`src/rtl/food_gen_if.sv`:
```
// Food handshake between food_gen (master) and the snake core (slave).
// gen_fail is present only when FOOD_GEN_LIMIT_EN is defined.
interface food_gen_if #(
   parameter int MAX_LEN = 64
);
   // get_food is a level sampled every clk, acted on only in IDLE while running;
   // food_valid=1 means food_x/food_y are settled; busy=1 while a cell is being searched.
   logic [1:0]           game_state;
   logic                 get_food;
   logic [5*MAX_LEN-1:0] snake_x_1dim;
   logic [5*MAX_LEN-1:0] snake_y_1dim;
   logic [5:0]           snake_length;
   logic [4:0]           food_x;
   logic [4:0]           food_y;
   logic                 food_valid;
   logic                 busy;
`ifdef FOOD_GEN_LIMIT_EN
   logic                 gen_fail;
`endif

   modport master (
      input  game_state, get_food, snake_x_1dim, snake_y_1dim, snake_length,
      output food_x, food_y, food_valid, busy
`ifdef FOOD_GEN_LIMIT_EN
      , output gen_fail
`endif
   );

   modport slave (
      output game_state, get_food, snake_x_1dim, snake_y_1dim, snake_length,
      input  food_x, food_y, food_valid, busy
`ifdef FOOD_GEN_LIMIT_EN
      , input gen_fail
`endif
   );
endinterface

```
`src/rtl/food_gen.sv`:
```
// Food placer: draws LFSR cells and scans the live snake body one segment per cycle.
// Define FOOD_GEN_LIMIT_EN to bound attempts at 255 and add the gen_fail pulse.
module food_gen #(
   parameter int unsigned GRID_X = 32,
   parameter int unsigned GRID_Y = 24,
   parameter int unsigned INIT_X = 20,
   parameter int unsigned INIT_Y = 20,
   parameter logic [15:0] SEED   = 16'hACE1
) (
   input  logic        clk,
   input  logic        rst,
   food_gen_if.master  bus,
   output logic [1:0]  state_dbg,
   output logic [15:0] lfsr_dbg
);
   typedef enum logic [1:0] {IDLE = 2'd0, GEN = 2'd1, CHECK = 2'd2, DONE = 2'd3} state_t;

   localparam logic [15:0] SEED_EFF = (SEED == 16'h0000) ? 16'hACE1 : SEED;
   localparam logic [4:0]  INIT_X5  = INIT_X[4:0];
   localparam logic [4:0]  INIT_Y5  = INIT_Y[4:0];

   state_t      state;
   logic [15:0] lfsr;
   logic        fb;
   logic [4:0]  gx, gy, cx, cy;
   logic [5:0]  idx;
   logic [4:0]  seg_x, seg_y;
   logic        in_range, seg_hit, past, last, give_up;

   assign fb       = lfsr[15] ^ lfsr[13] ^ lfsr[12] ^ lfsr[10];
   assign gx       = lfsr[4:0];
   assign gy       = lfsr[12:8];
   assign in_range = ({27'd0, gx} < GRID_X) && ({27'd0, gy} < GRID_Y);

   // Body buses are read live; movement during a scan is accepted.
   assign seg_x    = bus.snake_x_1dim[9'(idx) * 9'd5 +: 5];
   assign seg_y    = bus.snake_y_1dim[9'(idx) * 9'd5 +: 5];
   assign seg_hit  = (seg_x == cx) && (seg_y == cy);
   assign past     = (idx >= bus.snake_length);
   assign last     = (idx == bus.snake_length - 6'd1);

`ifdef FOOD_GEN_LIMIT_EN
   logic [7:0] attempts;
   logic       reject;
   assign reject  = ((state == GEN) && !in_range) || ((state == CHECK) && !past && seg_hit);
   assign give_up = reject && (attempts == 8'd254);
`else
   assign give_up = 1'b0;
`endif

   assign state_dbg = state;
   assign lfsr_dbg  = lfsr;

   always_ff @(posedge clk) begin
      if (rst) begin
         state          <= IDLE;
         lfsr           <= SEED_EFF;
         bus.food_x     <= INIT_X5;
         bus.food_y     <= INIT_Y5;
         bus.food_valid <= 1'b1;
         bus.busy       <= 1'b0;
         idx            <= 6'd0;
         cx             <= 5'd0;
         cy             <= 5'd0;
      end else begin
         lfsr <= {lfsr[14:0], fb};
         if (bus.game_state == 2'b10) begin
            state          <= IDLE;
            bus.food_x     <= INIT_X5;
            bus.food_y     <= INIT_Y5;
            bus.food_valid <= 1'b1;
            bus.busy       <= 1'b0;
            idx            <= 6'd0;
         end else if (give_up) begin
            state          <= IDLE;
            bus.food_valid <= 1'b0;
            bus.busy       <= 1'b0;
         end else begin
            case (state)
               IDLE: begin
                  if (bus.get_food && bus.game_state == 2'b00) begin
                     state          <= GEN;
                     bus.busy       <= 1'b1;
                     bus.food_valid <= 1'b0;
                  end
               end
               GEN: begin
                  if (in_range) begin
                     cx    <= gx;
                     cy    <= gy;
                     idx   <= 6'd0;
                     state <= (bus.snake_length == 6'd0) ? DONE : CHECK;
                  end
               end
               CHECK: begin
                  // A shrinking body can leave idx beyond the live length; treat as clear.
                  if (past)         state <= DONE;
                  else if (seg_hit) state <= GEN;
                  else if (last)    state <= DONE;
                  else              idx   <= idx + 6'd1;
               end
               DONE: begin
                  bus.food_x     <= cx;
                  bus.food_y     <= cy;
                  bus.food_valid <= 1'b1;
                  bus.busy       <= 1'b0;
                  state          <= IDLE;
               end
               default: state <= IDLE;
            endcase
         end
`ifdef FOOD_GEN_LIMIT_EN
      end
      if (rst) begin
         attempts     <= 8'd0;
         bus.gen_fail <= 1'b0;
      end else begin
         bus.gen_fail <= give_up && (bus.game_state != 2'b10);
         if (state == IDLE)  attempts <= 8'd0;
         else if (reject)    attempts <= attempts + 8'd1;
`endif
      end
   end
endmodule

```
`src/flat_wrapper.sv`:
```
// flat-port wrapper written by rule: the top's interface ports become plain ports
module food_gen_flat 
#(
   parameter int unsigned GRID_X = 32,
   parameter int unsigned GRID_Y = 24,
   parameter int unsigned INIT_X = 20,
   parameter int unsigned INIT_Y = 20,
   parameter logic [15:0] SEED   = 16'hACE1
)
  (clk, rst, state_dbg, lfsr_dbg, bus_game_state, bus_get_food, bus_snake_x_1dim, bus_snake_y_1dim, bus_snake_length, bus_food_x, bus_food_y, bus_food_valid, bus_busy);
  food_gen_if bus_i ();
  input  logic clk;
  input  logic rst;
  output logic [1:0] state_dbg;
  output logic [15:0] lfsr_dbg;
  input wire logic [$bits(bus_i.game_state)-1:0] bus_game_state;
  input wire logic [$bits(bus_i.get_food)-1:0] bus_get_food;
  input wire logic [$bits(bus_i.snake_x_1dim)-1:0] bus_snake_x_1dim;
  input wire logic [$bits(bus_i.snake_y_1dim)-1:0] bus_snake_y_1dim;
  input wire logic [$bits(bus_i.snake_length)-1:0] bus_snake_length;
  output wire logic [$bits(bus_i.food_x)-1:0] bus_food_x;
  output wire logic [$bits(bus_i.food_y)-1:0] bus_food_y;
  output wire logic [$bits(bus_i.food_valid)-1:0] bus_food_valid;
  output wire logic [$bits(bus_i.busy)-1:0] bus_busy;
  assign bus_i.game_state = bus_game_state;
  assign bus_i.get_food = bus_get_food;
  assign bus_i.snake_x_1dim = bus_snake_x_1dim;
  assign bus_i.snake_y_1dim = bus_snake_y_1dim;
  assign bus_i.snake_length = bus_snake_length;
  assign bus_food_x = bus_i.food_x;
  assign bus_food_y = bus_i.food_y;
  assign bus_food_valid = bus_i.food_valid;
  assign bus_busy = bus_i.busy;
  food_gen #(.GRID_X(GRID_X), .GRID_Y(GRID_Y), .INIT_X(INIT_X), .INIT_Y(INIT_Y), .SEED(SEED)) u_core (.clk(clk), .rst(rst), .bus(bus_i), .state_dbg(state_dbg), .lfsr_dbg(lfsr_dbg));
endmodule
```
`config.mk`:
```
export PLATFORM = sky130hd
export DESIGN_NAME = food_gen_flat
export DESIGN_NICKNAME = d
export VERILOG_FILES = /design/src/rtl/food_gen_if.sv /design/src/rtl/food_gen.sv /design/src/flat_wrapper.sv
export SDC_FILE = /design/constraint.sdc
export NUM_CORES = 1
export LEC_CHECK = 0
export CORE_AREA = 4 4 263 265
export CTS_BUF_LIST = sky130_fd_sc_hd__clkbuf_16
export DETAILED_ROUTE_END_ITERATION = 6
export DIE_AREA = 0 0 267 269
export PLACE_DENSITY = 0.37
export SYNTH_ARGS = -nofsm -noshare
export SYNTH_HDL_FRONTEND = slang
export SYNTH_SLANG_ARGS = --single-unit
```
`constraint.sdc`:
```
create_clock -name clk -period 3.55 [get_ports clk]
set_clock_uncertainty 0.05 [all_clocks]
set_input_delay 0.5325 -clock clk [delete_from_list [all_inputs] [get_ports clk]]
set_output_delay 0.5325 -clock clk [all_outputs]
set_load 0.005 [all_outputs]
```
==> results of run 1 <==
==> final cells by class <==
class                           count  area [µm²]  area share [%]
Clock buffer                        5       125.1          0.7729
Inverter                           11       41.29          0.2550
Multi-Input combinational cell    532        6206           38.33
Sequential cell                    46       934.6           5.773
Tap cell                          873        1092           6.747
Antenna cell                        9       22.52          0.1391
Timing Repair Buffer              772        7747           47.86
Clock inverter                      3       20.02          0.1237
==> cell usage after synthesis (2+ instances only) <==
library cell  instances  share of area (%)
a221o_1              10                1.3
nor4_1                4               0.34
or4_1                 3               0.30
ha_1                  8                1.3
a22o_1               12                1.4
nand2b_1             11               0.92
buf_1                 4               0.20
a32oi_1               6               0.70
a21o_1                6               0.60
mux4_2              142                 43
o211ai_1              3               0.30
a22oi_1               7               0.70
a31oi_1               6               0.50
nor2b_1              26                2.2
a21oi_1              12               0.80
buf_6                10                1.5
o22ai_1               7               0.59
and2_1                5               0.42
a211oi_1              6               0.60
a21boi_0              2               0.20
or2_2                 7               0.59
o21ai_0              19                1.3
clkbuf_1             20                1.0
mux2i_1              78                 10
buf_8                 4               0.80
nand3_1              15                1.0
nor2_1               27                1.4
nand4_1               2               0.17
o21ai_1               2               0.13
nor3_1                8               0.54
inv_1                11               0.55
o221ai_1             28                3.3
o211a_1               2               0.27
xor2_1                2               0.23
xnor2_1              15                1.8
dfxtp_1              46                 12
buf_4                10                1.0
mux2_2                8                1.2
buf_2                21                1.4
nand2_1              36                1.8
==> power by group through the flow <==
stage	clock network [mW]	registers [mW]	logic, mW
2_1_floorplan	0	0.561	0.346
4_1_cts	0.475	0.558	1.26
5_1_grt	0.495	0.560	1.33
6_report	0.460	0.556	1.25
3_5_place_dp	0	0.569	1.24
3_3_place_gp	0	0.570	1.23
==> per-layer routing <==
layer / share of wire (%) / vias to the layer above
met4: 1.3 / 2
met5: 0.034 / -
met2: 55 / 373
met1: 37 / 4433
met3: 6.7 / 25
li1: - / 4177
==> registers in the layout, indices dropped and copies added (netlist names) <==
signal	cells
u_core.bus.busy	1
u_core.bus.food_valid	1
u_core.bus.food_x	5
u_core.bus.food_y	5
u_core.cx	5
u_core.cy	5
u_core.idx	6
u_core.lfsr_dbg	16
u_core.state_dbg	2
==> path summary, 6_finish.rpt <==
| path | startpoint | endpoint | slack [ps] | depth (start not counted) |
|---|---|---|---|---|
| min reg2reg | u_core.lfsr_dbg[6] | u_core.lfsr_dbg[7] | 390 | 1 |
| min | u_core.lfsr_dbg[6] | u_core.lfsr_dbg[7] | 390 | 1 |
| max | u_core.idx[0] | u_core.idx[5] | 150 | 13 |
| max reg2reg | u_core.idx[0] | u_core.idx[5] | 150 | 13 |
==> placed cells by master, fill, tap and decap left out, types with 12 or more instances in the layout <==
cell type and instances:
a21oi_1 12, a22o_1 12, buf_12 16, buf_4 70, clkdlybuf4s50_1 680, dfxtp_1 41, mux2i_1 73, mux4_2 142
nand2_1 36, nand3_1 15, nor2_1 27, nor2b_1 25, o21ai_0 14, o221ai_1 25, xnor2_1 14
==> logic make-up after synthesis <==
group	synth area share (%)
DFF	12.33
adders and majority gates	1.341
AOI/OAI and AO/OA	13.07
buffers and inverters	6.553
muxes	54.50
and+or+nand+nor	10.21
xor gates and xnor gates	1.994
==> through the flow <==
step	instances	setup TNS (ps)	instance area [µm²]	hold WS, ps	total power, mW
after floorplan	659	0	7466	390.1	0.9069
after global placement	2221	-1255	15700	372.0	1.804
after detailed placement	2221	-858.0	15700	372.9	1.813
after CTS	2234	0	15930	391.0	2.289
after global routing	2248	-59.64	16180	406.9	2.386
final	2251	0	16190	392.1	2.268
==> what timing repair did <==
action                                  in CTS  in global routing
gates cloned                                 1                  2
pin swaps                                    0                 11
setup buffers                                4                  7
endpoints found under the setup margin       8                  7
resized for setup                            6                 35
==> summary.md, run 1 <==
| Metric | Value |
|---|---|
| Dpl hpwl | 52.66 mm |
| Buf+Inv Stages, Crit Path | 4 |
| # setup viols final | 0 |
| Status | complete, no violations |
| Die Y-Extent | 269 µm |
| CP delay by family, top | simple AND/OR/NAND/NOR gates |
| GR Util met2 | 30.81% |
| YS warnings | 0 |
| Sequential fraction of design power | 24.5% |
| Crit path kind | flop to flop |
| Post-synthesis to final-layout area growth | 116.8% |
| Met3 Track Usage GR | 3.102% |
| Die area | 71,820 µm² |
| Worst slack at placement | -183.6 ps |
| DR vias | 9,010 |
| Fmax | 0.2944 GHz |
| Largest net degree at the start of global routing | 46 |
| Initial DRC count | 316 |
| Initial core utilization | 11.18% |
| Worst skew pair latency | 290 ps |
| Switching pwr | 0.5593 mW |
| Tmin final | 3397 ps |
| Unique masters post-synth | 48 |
| Combinational share of power | 55.2% |
| Cell internal pwr | 1.709 mW |
| Number of top-level pins | 681 |
| Clock share of power | 20.3% |
| H-tree Lvls | 2 |
| Share of layout cells above drive strength 1 | 21.04% |
| Routed Antenna Nets | 0 |
| TritonCTS buffer count | 5 |
| Startpoint types | flop |
| Post-synthesis register bit count | 46 |
| Hold Vio Cnt, Final | 0 |
| Ys flop type | dfxtp_1 |
| FFs w/ async S/R, synth | 0% |
| Post-Syn Instances | 659 |
| Crit-path cells | buf_12, buf_4, buf_4, mux4_2, a22o_1, o21ai_0, buf_4, a32oi_1, xnor2_1, nand4_1, or4_4, nand4b_1, a31oi_1 |
| Pwr dens | 140.1 nW/µm² |
| WP data arrival | 3490 ps |
| Max rail drop VDD | 0.1711 mV |
| Initial antenna violation count | 13 |
| Slowest-stage cell, CP | mux4_2 |
| Leakage | 5.278 nW |
| Hold_buf cts | 0 |
| Final layout net count | 2,027 |
| Least-Margin Pin Slew | 616.9 ps |
| CP required | 3640 ps |
| Port buffer count | 680 |
| CTS sink cnt | 46 |
| WL final | 59.66 mm |
| Clock slew at reported path FFs | 70 ps |
| Fin. max-slew vios | 0 |
| 1st-pass router iterations | 4 |
| Finished Core Util | 24.23% |
| Final worst path period share | 95.68% |
| Core area | 66,800 µm² |
| CTS root buffer | clkbuf_16 |
| Vias in the first global route | 10,290 |
| GR Util met1 | 17.53% |
| Gr busiest metal | met2 |
| Syn nets | 1,318 |
| Global-route wire length before repair | 79.54 mm |
| Sequential share of the synthesized area | 12.33% |
| Crit-path max cell delay | 530 ps |
| EDFF count, synth | 0 |
| Vias per Instance | 4.003 |
| Mapped Area | 7466 µm² |
| Die X | 267 µm |
| Placer's final routability congestion estimate | 0.8572 |
| Max cap viols | 0 |
| Longest Clk Path Bufs | 2 |
| Worst Slack Setup Final | 153.3 ps |
| Worst Hold Class | flop to flop |
| Remaining Overflow, GRT | 0 |
| Avg WL per Cell | 26.51 µm |
| Crit-path max FO | 9 |
| Sw frac | 24.66% |
| Filler instances | 7,121 |
| RSZ-0062 raised after global routing | true |
| DRC | 0 |
| CTS tree | built |
| Rows | 95 |
| Gr usage total | 15.63% |
| Rel. slew slack | 58.79% |
| CP Capture Type | flop |
| Crit-path most repeated cell | buf_4 |
| Syn avg cell area | 11.33 µm² |
(Power assumes the default switching activity.)
==> run 2: changes to the inputs <==
Settings changed: CTS_CLUSTER_SIZE set to 25.
==> results of run 2 <==
Final layout, timing and power as in run 1 (identical DEF).
==> run 3: changes to the inputs <==
Settings changed: CORE_AREA 4 4 263 265 to 4 4 262 264, DIE_AREA 0 0 267 269 to 0 0 266 268, GPL_ROUTABILITY_DRIVEN set to 1, PLACE_DENSITY 0.37 to 0.36.
Clock period 3.55 ns to 4.3 ns, I/O delays scaled along.
==> run 3 against run 2 <==
  * First-iteration DRC count up 1.6%
  * Maximum frequency down 13%
  * Sequential share of layout area up 0.30 points
  * Worst setup slack better by 240 ps
  * Critical endpoint is now u_core.idx[3]
  * Largest power group unchanged
==> summary.md, run 3 (same netlist as run 1, synthesis figures left out) <==
| Metric | Value |
|---|---|
| Tmin final | 3907 ps (was 3397 ps) |
| Status | complete, no violations (unchanged) |
| Largest net degree at the start of global routing | 76 (was 46) |
| Vias in the first global route | 10,100 (was 10,290) |
| Gr usage total | 15.55% (was 15.63%) |
| Die area | 71,290 µm² (was 71,820 µm²) |
| Initial antenna violation count | 28 (was 13) |
| Leakage | 4.890 nW (was 5.278 nW) |
| Die Y-Extent | 268 µm (was 269 µm) |
| DRC | 0 (unchanged) |
| CTS resizes | 0 (was 6) |
| RSZ-0062 raised after global routing | false (was true) |
| Crit-path max cell delay | 630 ps (was 530 ps) |
| Crit-path cells | nand2_1, buf_4, o221ai_1, o21ai_0, a211oi_1, nor4_1, buf_4, xnor2_1, nor4_4, buf_4, or4_1, a31oi_1 (was buf_12, buf_4, buf_4, mux4_2, a22o_1, o21ai_0, buf_4, a32oi_1, xnor2_1, nand4_1, or4_4, nand4b_1, a31oi_1) |
| Setup TNS | 0 ps (unchanged) |
| Commonest non-fill, non-tap cell in the layout | clkdlybuf4s50_1 (unchanged) |
| Remaining Overflow, GRT | 0 (unchanged) |
| Fmax | 0.2559 GHz (was 0.2944 GHz) |
| 1st-pass router iterations | 4 (unchanged) |
| WL final | 58.91 mm (was 59.66 mm) |
| Final worst path period share | 90.87% (was 95.68%) |
| Multi-input logic area | 6058 µm² (was 6206 µm²) |
| Port buffer count | 680 (unchanged) |
| Startpoint types | flop (unchanged) |
| Reg area | 934.6 µm² (unchanged) |
| Share of layout cells above drive strength 1 | 15.30% (was 21.04%) |
| Crit-path most repeated cell | buf_4 (unchanged) |
| Final layout net count | 1,965 (was 2,027) |
| Dpl hpwl | 51.65 mm (was 52.66 mm) |
| Pwr dens | 118.4 nW/µm² (was 140.1 nW/µm²) |
| CTS tree | built (unchanged) |
| Setup Fix Bufs, Post-CTS | 0 (was 4) |
| CTS root buffer | clkbuf_16 (unchanged) |
| Final Power | 1.824 mW (was 2.268 mW) |
| Initial core utilization | 11.22% (was 11.18%) |
| Routed Antenna Nets | 0 (unchanged) |
| Worst skew pair latency | 290 ps (about the same) |
| Filler instances | 7,167 (was 7,121) |
| Final std cell area, no fill | 15,400 µm² (was 16,190 µm²) |
| Clock slew at reported path FFs | 60 ps (was 70 ps) |
| Crit-path max FO | 25 (was 9) |
| CTS sink cnt | 46 (unchanged) |
| Area after DPL | 15,220 µm² (was 15,700 µm²) |
| Finished Core Util | 23.14% (was 24.23%) |
| Number of top-level pins | 681 (unchanged) |
| Global-route wire length before repair | 78.77 mm (was 79.54 mm) |
| Max FFs per register | 16 (unchanged) |
| Hold_ws | 400.0 ps (was 392.1 ps) |
| Avg WL per Cell | 26.81 µm (was 26.51 µm) |
| Hold_buf cts | 0 (unchanged) |
| Most frequent cells in the layout | 680 x clkdlybuf4s50_1, 142 x mux4_2, 78 x mux2i_1 (was 680 x clkdlybuf4s50_1, 142 x mux4_2, 73 x mux2i_1) |
| Gr busiest metal | met2 (unchanged) |
| Core area | 66,560 µm² (was 66,800 µm²) |
| Placer's final routability congestion estimate | 0.8160 (was 0.8572) |
| CP Capture Type | flop (unchanged) |
| TritonCTS buffer count | 5 (unchanged) |
| Hold Vio Cnt, Final | 0 (unchanged) |
| CP required | 4450 ps (was 3640 ps) |
| GR Util met1 | 17.24% (was 17.53%) |
| Post-synthesis to final-layout area growth | 106.3% (was 116.8%) |
| Slowest-stage cell, CP | dfxtp_4 (was mux4_2) |
| Fin. max-slew vios | 0 (unchanged) |
| DR vias | 8,929 (was 9,010) |
| H-tree Lvls | 2 (unchanged) |
| Met3 Track Usage GR | 4.605% (was 3.102%) |
| Max cap viols | 0 (unchanged) |
| Rows | 95 (unchanged) |
| Rel. slew slack | 16.35% (was 58.79%) |
| Least-Margin Pin Slew | 1250 ps (was 616.9 ps) |
| # setup viols final | 0 (unchanged) |
| Initial DRC count | 321 (was 316) |
| Vias per Instance | 4.064 (was 4.003) |
| GR Util met2 | 29.50% (was 30.81%) |
| Die X | 266 µm (was 267 µm) |
| Longest Clk Path Bufs | 2 (unchanged) |
| Max rail drop VDD | 0.1385 mV (was 0.1711 mV) |
| WP data arrival | 4060 ps (was 3490 ps) |
| Crit path kind | flop to flop (unchanged) |
| Worst Hold Class | flop to flop (unchanged) |
==> run 3: cell type report <==
class / instances / share of cell area, %
Timing Repair Buffer: 710 / 46.07
Sequential cell: 46 / 6.069
Antenna cell: 17 / 0.2762
Inverter: 11 / 0.2681
Multi-Input combinational cell: 532 / 39.34
Tap cell: 873 / 7.093
Clock inverter: 3 / 0.07312
Clock buffer: 5 / 0.8125
==> run 3: metal layers <==
metal / vias to the layer above / routed length, µm
met3: 35 / 4798
met4: 12 / 887
li1: 4062 / -
met1: 4396 / 21640
met5: - / 69
met2: 424 / 31520
==> run 3: worst max-delay path, delay by kind of cell (launching register included) <==
| family | cells | cell delay (ps) |
|---|---|---|
| buffers and inverters | 3 | 670 |
| xor gates and xnor gates | 1 | 380 |
| and+or+nand+nor | 4 | 1070 |
| AOI/OAI and AO/OA | 4 | 980 |
| DFF | 1 | 630 |
==> run 3: through the flow <==
stage | setup WS, ps | cells
global placement | 254.3 | 2172
global route | 104.2 | 2188
finish | 392.7 | 2197
CTS | 313.1 | 2180
detailed placement | 308.1 | 2172
floorplan | 935.4 | 659
==> run 3: worst paths after layout <==
check | cells after the start | from | end | slack (ps)
worst max-delay path | 12 | u_core.idx[2] | u_core.idx[3] | 390
worst min-delay path | 1 | u_core.lfsr_dbg[5] | u_core.lfsr_dbg[6] | 400
worst max register to register | 12 | u_core.idx[2] | u_core.idx[3] | 390
worst min register to register | 1 | u_core.lfsr_dbg[5] | u_core.lfsr_dbg[6] | 400
==> run 3: power by group <==
part	internal, mW	switching, mW
logic	0.731	0.264
clock network	0.209	0.162
registers	0.440	0.0183
